==> config.mk <==
export PLATFORM = sky130hd
export DESIGN_NAME = pc_fetch_ctrl
export DESIGN_NICKNAME = d
export VERILOG_FILES = /design/src/rtl/pc_pkg.sv /design/src/rtl/pc_redirect_buf.sv /design/src/rtl/pc_fetch_ctrl.sv
export SDC_FILE = /design/constraint.sdc
export NUM_CORES = 1
export LEC_CHECK = 0
export CAP_MARGIN = 20
export CORE_AREA = 2 2 165 167
export DETAILED_ROUTE_END_ITERATION = 8
export DIE_AREA = 0 0 167 169
export SETUP_SLACK_MARGIN = 0.1
export SKIP_CTS_REPAIR_TIMING = 1
export SLEW_MARGIN = 20
export SYNTH_ARGS = -nofsm -noshare
export SYNTH_HDL_FRONTEND = slang
export SYNTH_SLANG_ARGS = --single-unit
==> constraint.sdc <==
create_clock -name clk -period 6.24 [get_ports clk]
set_clock_uncertainty 0.05 [all_clocks]
set_input_delay 0.936 -clock clk [delete_from_list [all_inputs] [get_ports clk]]
set_output_delay 0.936 -clock clk [all_outputs]
set_load 0.02 [all_outputs]
==> src/rtl/pc_pkg.sv <==
// pc_pkg: shared types and defaults for the PC/fetch controller.
package pc_pkg;
    typedef enum logic [1:0] {BOOT, ISSUE, STALL, HOLD} pc_state_e;
    typedef enum logic [1:0] {SRC_NONE, SRC_FLUSH, SRC_BRANCH} redir_src_e;
    localparam logic [31:0] PC_RESET_VECTOR = 32'hBFC00000;
    localparam int PC_STEP = 4;
endpackage

==> src/rtl/pc_redirect_buf.sv <==
// pc_redirect_buf: one flush slot plus one branch slot holding redirects
// that arrive while a fetch request is waiting to be accepted.
module pc_redirect_buf
    import pc_pkg::*;
#(
    parameter int WIDTH = 32
) (
    input  logic             clk,
    input  logic             rst,
    input  logic             capture_i,
    input  logic             clear_i,
    input  logic             flush_i,
    input  logic [WIDTH-1:0] flush_pc_i,
    input  logic             branch_i,
    input  logic [WIDTH-1:0] branch_pc_i,
    output logic [1:0]       src_o,
    output logic [WIDTH-1:0] pc_o
);
    logic             fl_v_q, fl_v_d, br_v_q, br_v_d;
    logic [WIDTH-1:0] fl_pc_q, fl_pc_d, br_pc_q, br_pc_d;

    // A flush kills any branch; a branch behind a pending flush is dropped.
    always_comb begin
        fl_v_d  = fl_v_q;
        fl_pc_d = fl_pc_q;
        br_v_d  = br_v_q;
        br_pc_d = br_pc_q;
        if (clear_i) begin
            fl_v_d = 1'b0;
            br_v_d = 1'b0;
        end else if (capture_i && flush_i) begin
            fl_v_d  = 1'b1;
            fl_pc_d = flush_pc_i;
            br_v_d  = 1'b0;
        end else if (capture_i && branch_i && !fl_v_q) begin
            br_v_d  = 1'b1;
            br_pc_d = branch_pc_i;
        end
    end

    always_ff @(posedge clk or posedge rst) begin
        if (rst) begin
            fl_v_q  <= 1'b0;
            br_v_q  <= 1'b0;
            fl_pc_q <= '0;
            br_pc_q <= '0;
        end else begin
            fl_v_q  <= fl_v_d;
            br_v_q  <= br_v_d;
            fl_pc_q <= fl_pc_d;
            br_pc_q <= br_pc_d;
        end
    end

    assign src_o = fl_v_q ? SRC_FLUSH : br_v_q ? SRC_BRANCH : SRC_NONE;
    assign pc_o  = fl_v_q ? fl_pc_q : br_pc_q;
endmodule

==> src/rtl/pc_fetch_ctrl.sv <==
// pc_fetch_ctrl: PC register and fetch-request FSM with prioritised redirects.
// Define PC_ALIGN_CHECK_EN to trap misaligned redirect targets into HOLD.
module pc_fetch_ctrl
    import pc_pkg::*;
#(
    parameter int               WIDTH        = 32,
    parameter logic [WIDTH-1:0] RESET_VECTOR = WIDTH'(PC_RESET_VECTOR),
    parameter int               STEP         = PC_STEP
) (
    input  logic             clk,
    input  logic             rst,
    input  logic             stall_i,
    input  logic             flush_i,
    input  logic [WIDTH-1:0] flush_pc_i,
    input  logic             branch_i,
    input  logic [WIDTH-1:0] branch_pc_i,
    output logic             if_req_o,
    output logic [WIDTH-1:0] if_addr_o,
    input  logic             if_ready_i,
    output logic             fetch_valid_o,
    output logic [WIDTH-1:0] fetch_pc_o,
    output logic             adel_o,
    output logic [WIDTH-1:0] badvaddr_o
);
    pc_state_e        state_q, state_d;
    logic [WIDTH-1:0] addr_q, addr_d, fetch_pc_q, fetch_pc_d, tgt, pend_pc;
    logic             fetch_valid_q, fetch_valid_d, accept, capture, redir, load, is_flush;
    logic [1:0]       pend_src;
`ifdef PC_ALIGN_CHECK_EN
    localparam logic [WIDTH-1:0] ALIGN_MASK = WIDTH'(STEP - 1);
    logic             adel_q, adel_d;
    logic [WIDTH-1:0] badvaddr_q, badvaddr_d;
`endif

    assign accept  = (state_q == ISSUE) && if_ready_i;
    assign capture = (state_q == ISSUE) && !if_ready_i;

    pc_redirect_buf #(.WIDTH(WIDTH)) u_buf (
        .clk        (clk),
        .rst        (rst),
        .capture_i  (capture),
        .clear_i    (accept),
        .flush_i    (flush_i),
        .flush_pc_i (flush_pc_i),
        .branch_i   (branch_i),
        .branch_pc_i(branch_pc_i),
        .src_o      (pend_src),
        .pc_o       (pend_pc)
    );

    always_comb begin
        state_d  = state_q;
        tgt      = addr_q + WIDTH'(STEP);
        redir    = 1'b0;
        load     = 1'b0;
        is_flush = 1'b0;
        case (state_q)
            BOOT: state_d = ISSUE;
            ISSUE: if (if_ready_i) begin
                is_flush = flush_i || (pend_src == SRC_FLUSH);
                redir    = is_flush || branch_i || (pend_src == SRC_BRANCH);
                load     = 1'b1;
                tgt      = flush_i ? flush_pc_i :
                           (pend_src == SRC_FLUSH) ? pend_pc :
                           branch_i ? branch_pc_i :
                           (pend_src == SRC_BRANCH) ? pend_pc : addr_q + WIDTH'(STEP);
                state_d  = (stall_i && !is_flush) ? STALL : ISSUE;
            end
            STALL: begin
                redir   = flush_i || branch_i;
                load    = redir;
                tgt     = flush_i ? flush_pc_i : branch_pc_i;
                state_d = (flush_i || !stall_i) ? ISSUE : STALL;
            end
            HOLD: begin
                redir   = flush_i;
                load    = redir;
                tgt     = flush_pc_i;
                state_d = flush_i ? ISSUE : HOLD;
            end
            default: state_d = BOOT;
        endcase
        addr_d        = load ? tgt : addr_q;
        fetch_valid_d = accept;
        fetch_pc_d    = accept ? addr_q : fetch_pc_q;
`ifdef PC_ALIGN_CHECK_EN
        adel_d     = 1'b0;
        badvaddr_d = badvaddr_q;
        // A misaligned target is never issued; the PC parks until a flush.
        if (redir && |(tgt & ALIGN_MASK)) begin
            adel_d     = 1'b1;
            badvaddr_d = tgt;
            addr_d     = addr_q;
            state_d    = HOLD;
        end
`endif
    end

    always_ff @(posedge clk or posedge rst) begin
        if (rst) begin
            state_q       <= BOOT;
            addr_q        <= RESET_VECTOR;
            fetch_valid_q <= 1'b0;
            fetch_pc_q    <= RESET_VECTOR;
`ifdef PC_ALIGN_CHECK_EN
            adel_q        <= 1'b0;
            badvaddr_q    <= '0;
`endif
        end else begin
            state_q       <= state_d;
            addr_q        <= addr_d;
            fetch_valid_q <= fetch_valid_d;
            fetch_pc_q    <= fetch_pc_d;
`ifdef PC_ALIGN_CHECK_EN
            adel_q        <= adel_d;
            badvaddr_q    <= badvaddr_d;
`endif
        end
    end

    assign if_req_o      = (state_q == ISSUE);
    assign if_addr_o     = addr_q;
    assign fetch_valid_o = fetch_valid_q;
    assign fetch_pc_o    = fetch_pc_q;
`ifdef PC_ALIGN_CHECK_EN
    assign adel_o        = adel_q;
    assign badvaddr_o    = badvaddr_q;
`else
    assign adel_o        = 1'b0;
    assign badvaddr_o    = '0;
`endif
endmodule

==> flow_summary.ini, run 1 <==
[global_route]
grt_pass1_wl_mm = 42.1
first_global_vias = 6829
grt_max_degree = 83
grt_remaining_overflow = 0
track_usage = 0.194
antenna_found_initial = 0

[cts]
cts-root-buf = clkbuf_16
clockBufferDepth = 2
h-tree-depth = 4
clock_latency_ns = 0.43
numCtsBuffers = 17
cts_tree = built
clkSlewWorstSetupHoldPaths_ns = 0.06
clock_sinks = 133

[finish]
area_growth_pct = 27.3
finish.utilization = 0.375
nets = 1015
diodes = 0
drive_above_1_share = 0.159
num-fill-cells = 2679

[placed_design]
numPortBuffers = 135
place_ws_ns = 2.36
dp_hpwl_mm = 19.0
finalWeightedCongestion = 0.838

[timing]
drv_slew = 0
max_freq_ghz = 0.281
hold_viol_final = 0
layout_setup_ws_ns = 2.68
finalCritPeriodShare = 0.570
tightest_slew_ns = 1.03
period_minus_slack_ns = 3.56
tns_ns = 0
rsz0062_at_grt = false
slew_headroom = 0.315
setup_viol = 0

[setup_path]
path_class = reg2out
crit_slowest_cell = dfrtp_1
crit_path_start_kind = flip-flop
r2r_start = state_q[0]$_DFFE_PP0P_
r2r_setup_slack_ns = 2.84
endpoint_kind = primary output
crit_fanout = 24
r2r_end = if_addr_o[29]$_DFFE_PP1P_
cp_cell_sequence = nand2b_1 -> inv_1 -> clkdlybuf4s50_1
crit_required_ns = 5.25
critPathArrivalTime_ns = 2.57
max_stage_delay_ns = 0.95
reg2reg_depth = 7

[floorplan]
die_x_um = 167
core_mm2 = 0.0265
start_util = 0.294
fp.dieH_um = 169
die-area_mm2 = 0.0282
row_count = 60
ios = 169

[drt]
finalWirelength_mm = 27.5
drt-vias-per-instance = 5.50
drt_iter0_drc = 868
routedWlPerCell_um = 21.2
antenna_left = 0
drcViolationCount = 0
drt_first_pass_iters = 5
vias = 7141

[hold_path]
hold_path_class = reg2reg
whs_endpoint = fetch_pc_o[23]$_DFFE_PP1P_
hold_depth = 2
min_from = fetch_pc_o[23]$_DFFE_PP1P_

[power_and_ir_drop]
fin_total_pwr_uw = 3490
p_leak_uw = 0.00392
cellPowerDensity_mw_per_mm2 = 351
irDropWorstVdd_mv = 0.178

[yosys]
async_reset_ff_frac = 1.00
synth_area_mm2 = 0.00780
synth-edff-count = 0
yosys_most_used_dff = dfrtp_1
ys_seq_elements = 133
netlist_instances = 840
ys_warn_count = 0
yosysUniqueCellTypes = 75
postSynthAreaPerCell_um2 = 9.28
ys_seq_area_frac = 0.430

[status]
outcome = complete, no violations

[job]
drv_cap = 0
[cell usage in the layout, fill, tap and decap left out, types with 5 or more instances in the layout]
cell,count
xor2_1,6
nor4_1,13
o31ai_1,7
a221oi_1,15
o211ai_1,12
dfstp_2,18
nor2_1,40
inv_1,14
a21oi_1,39
mux2_2,67
o21ai_0,47
clkbuf_16,17
nand2b_1,9
o221ai_1,10
clkdlybuf4s50_1,134
a22o_1,11
a221o_1,7
nand3_1,16
a211oi_1,6
dfrtp_1,115
conb_1,33
buf_4,13
o21a_1,7
nand2_1,133
mux2i_1,12
xnor2_1,8
nor2b_1,9
nand4_1,12
a2111oi_0,5
nor3_1,23
[sequential cells by signal, summed over array words and instances (netlist names)]
signal / cells
if_addr_o: 32
fetch_valid_o: 1
u_buf.br_pc_q: 32
state_q: 2
u_buf.fl_v_q: 1
fetch_pc_o: 32
u_buf.br_v_q: 1
u_buf.fl_pc_q: 32
[per-stage QoR]
stage,std cells,cell area [µm²],hold WS [ns]
after global routing,1298,9930,0.427
after floorplan,872,7920,0.421
after CTS,1298,9920,0.413
after detailed placement,1266,9300,0.403
after global placement,1265,9290,0.395
final,1298,9930,0.409
[worst max-delay path: cells and delay by family, from the launching register on]
kind	cells	cell delay (ns)
buffers and inverters	2	0.88
DFF	1	0.95
and+or+nand+nor	1	0.31
[synthesized netlist by cell type (4+ instances only)]
library cell,instances,area share
o211ai_1,12,0.012
nor2_1,41,0.020
nand2b_1,9,0.0072
nor3b_1,4,0.0039
mux2_2,67,0.097
o31ai_1,7,0.0067
dfstp_2,18,0.061
a211oi_1,6,0.0058
inv_1,15,0.0072
clkbuf_1,43,0.021
buf_4,36,0.035
xnor2_1,8,0.0090
nand2_1,133,0.064
nor2b_1,9,0.0072
o21ai_0,47,0.030
o22ai_1,4,0.0032
a211o_1,4,0.0045
o21a_1,7,0.0067
a21oi_1,39,0.025
nor4_1,13,0.010
buf_1,12,0.0058
nand3_1,17,0.011
xor2_1,6,0.0067
mux2i_1,12,0.015
a2111oi_0,5,0.0056
nor3_1,24,0.015
a221o_1,7,0.0090
and4_1,4,0.0045
nand4_1,12,0.0096
a22o_1,11,0.012
dfrtp_1,115,0.37
a22oi_1,4,0.0039
o221ai_1,10,0.011
a221oi_1,15,0.017
[layer usage]
| layer | wire length, µm | share of wire | vias to the layer above | global-route usage |
|---|---|---|---|---|
| met5 | 0 | 0 | - | 0 |
| met2 | 12700 | 0.46 | 383 | 0.305 |
| met1 | 12200 | 0.44 | 3503 | 0.269 |
| met3 | 2060 | 0.075 | 42 | 0.0362 |
| met4 | 548 | 0.020 | 0 | 0.0600 |
| li1 | - | - | 3213 | - |
[cell type report]
class | count | area (µm²) | area share
Clock buffer | 21 | 470 | 0.0474
Clock inverter | 11 | 149 | 0.0150
Inverter | 19 | 76.3 | 0.00769
Multi-Input combinational cell | 625 | 4010 | 0.404
Sequential cell | 133 | 3350 | 0.337
Tap cell | 341 | 427 | 0.0430
Timing Repair Buffer | 148 | 1440 | 0.145
[worst max path at each step]
stage / start / endpoint / slack [ns]
floorplan: rst / fetch_pc_o[0]$_DFFE_PP0P_ / 1.73
finish: state_q[0]$_DFFE_PP0P_ / if_req_o / 2.68
CTS: state_q[0]$_DFFE_PP0P_ / if_req_o / 2.73
global route: state_q[0]$_DFFE_PP0P_ / if_req_o / 2.59
detailed placement: if_ready_i / if_addr_o[29]$_DFFE_PP1P_ / 2.36
global placement: if_ready_i / if_addr_o[29]$_DFFE_PP1P_ / 2.41
[power by group]
| group | internal [µW] | switching, µW |
|---|---|---|
| registers | 1110 | 229 |
| clock network | 661 | 410 |
| logic | 491 | 583 |
[cell families after synthesis]
family / count (synthesis) / synth area share
adder cells (fa/ha/maj): 1 / 0.00160
other: 1 / 0.000481
AND/OR/NAND/NOR: 289 / 0.179
XOR/XNOR: 14 / 0.0157
AO/OA/AOI/OAI: 209 / 0.187
flip-flops: 133 / 0.430
multiplexers: 79 / 0.112
buffers and inverters: 114 / 0.0748
(Power assumes the default switching activity.)
==> run 2: changes to the inputs <==
clock period = 3 ns   (was 6.24 ns; I/O delays follow)
==> run 2 against run 1 <==
Via count is 0.59% higher. Largest cell class unchanged. Register-to-register slack worse by 2.2 ns. Cell count is 2.7% higher. Highest routed layer unchanged. Critical path type unchanged. Setup slack worse by 2.3 ns. Wire length is 0.55% lower.
==> flow_summary.ini, run 2 (synthesized netlist as in run 1, its figures left out) <==
[status]
outcome = complete, no violations

[timing]
drv_slew = 0
max_freq_ghz = 0.376
tightest_slew_ns = 0.880
setup_viol = 0
rsz0062_at_grt = false
period_minus_slack_ns = 2.66
hold_viol_final = 0
slew_headroom = 0.413
tns_ns = 0
finalCritPeriodShare = 0.885

[global_route]
track_usage = 0.193
grt_pass1_wl_mm = 41.9
grt_remaining_overflow = 0
grt_max_degree = 134
antenna_found_initial = 0
first_global_vias = 6819

[drt]
drt_iter0_drc = 873
drt-vias-per-instance = 5.39
routedWlPerCell_um = 20.5
finalWirelength_mm = 27.4
vias = 7183
antenna_left = 0
drt_first_pass_iters = 5
drcViolationCount = 0

[finish]
area_growth_pct = 30.5
finish.utilization = 0.384
drive_above_1_share = 0.185
diodes = 0
nets = 1050
layout_commonest_cell = clkdlybuf4s50_1
final_cell_mix = clkdlybuf4s50_1, nand2_1, dfrtp_1
layoutNonFillerInstCount = 1333

[placed_design]
dp_cells = 1301
numPortBuffers = 135
finalWeightedCongestion = 0.912
dp_hpwl_mm = 19.5

[floorplan]
ios = 169
start_util = 0.294
row_count = 60
core_mm2 = 0.0265
die_x_um = 167
die-area_mm2 = 0.0282
fp.dieH_um = 169

[cts]
cts_tree = built
clockBufferDepth = 2
clkSlewWorstSetupHoldPaths_ns = 0.07
numCtsBuffers = 17
clock_sinks = 133
clock_latency_ns = 0.43
h-tree-depth = 4
cts-root-buf = clkbuf_16

[setup_path]
path_depth = 3
path_class = reg2out
cp_cell_sequence = nand2b_1 -> inv_1 -> clkdlybuf4s50_1
max_stage_delay_ns = 0.65
r2r_end = if_addr_o[27]$_DFFE_PP1P_
cpLargestDelayFamily = buffers and inverters
crit_path_start_kind = flip-flop
endpoint_kind = primary output
crit_buf_inv = 2
critPathArrivalTime_ns = 2.16
r2r_start = if_addr_o[9]$_DFFE_PP0P_
r2r_setup_slack_ns = 0.61
crit_slowest_cell = clkdlybuf4s50_1
reg2reg_depth = 5
critical_path.endpoint = if_req_o
worstSetupStartpoint = state_q[0]$_DFFE_PP0P_
crit_required_ns = 2.50
crit_fanout = 12

[power_and_ir_drop]
cellPowerDensity_mw_per_mm2 = 716
irDropWorstVdd_mv = 0.373
p_leak_uw = 0.00408

[hold_path]
hold_path_class = reg2reg

[job]
drv_cap = 0
-- run 2: layout make-up --
type,instances,area (µm²)
Fill cell,2634,16300
Multi-Input combinational cell,625,4000
Sequential cell,133,3350
Timing Repair Buffer,183,1720
Clock buffer,18,429
Tap cell,341,427
Clock inverter,14,176
Inverter,19,75.1
-- run 2: tightest hold or removal path: cells and delay by family, from the launching register on --
family	cells	cell delay [ns]
flip-flops	1	0.36
AND/OR/NAND/NOR	2	0.09
-- run 2: worst min path at each step --
stage               cells after the start                             to                     startpoint  slack [ns]
floorplan                               1  u_buf.br_pc_q[15]$_DFFE_PP0P_  u_buf.br_pc_q[15]$_DFFE_PP0P_        0.42
global placement                        2     fetch_pc_o[23]$_DFFE_PP1P_     fetch_pc_o[23]$_DFFE_PP1P_        0.40
detailed placement                      2     fetch_pc_o[29]$_DFFE_PP1P_     fetch_pc_o[29]$_DFFE_PP1P_        0.40
CTS                                     2         state_q[1]$_DFFE_PP0P_                        flush_i        0.39
global route                            2         state_q[1]$_DFFE_PP0P_                        flush_i        0.40
finish                                  2     fetch_pc_o[29]$_DFFE_PP1P_     fetch_pc_o[29]$_DFFE_PP1P_        0.40
-- run 2: per-layer routing --
metal	vias to the layer above	track usage	share of wire
li1	3273	-	-
met1	3497	0.274	0.45
met2	369	0.293	0.45
met3	44	0.0407	0.079
met4	0	0.0611	0.023
met5	-	0	0
-- run 2: report_power, final --
part	total, µW	internal (µW)	switching [µW]
clock	2190	1320	870
sequential	2730	2310	417
combinational	2370	1090	1280
-- run 2: stage by stage --
stage               cell area [µm²]  hold slack (ns)  power [µW]  setup slack [ns]
detailed placement             9570            0.399        5110             0.316
global placement               9570            0.398        5080             0.348
finish                        10200            0.404        7290             0.344
global route                  10200            0.400        7640             0.296
floorplan                      7920            0.421        4030             0.698
CTS                           10200            0.385        7320             0.359
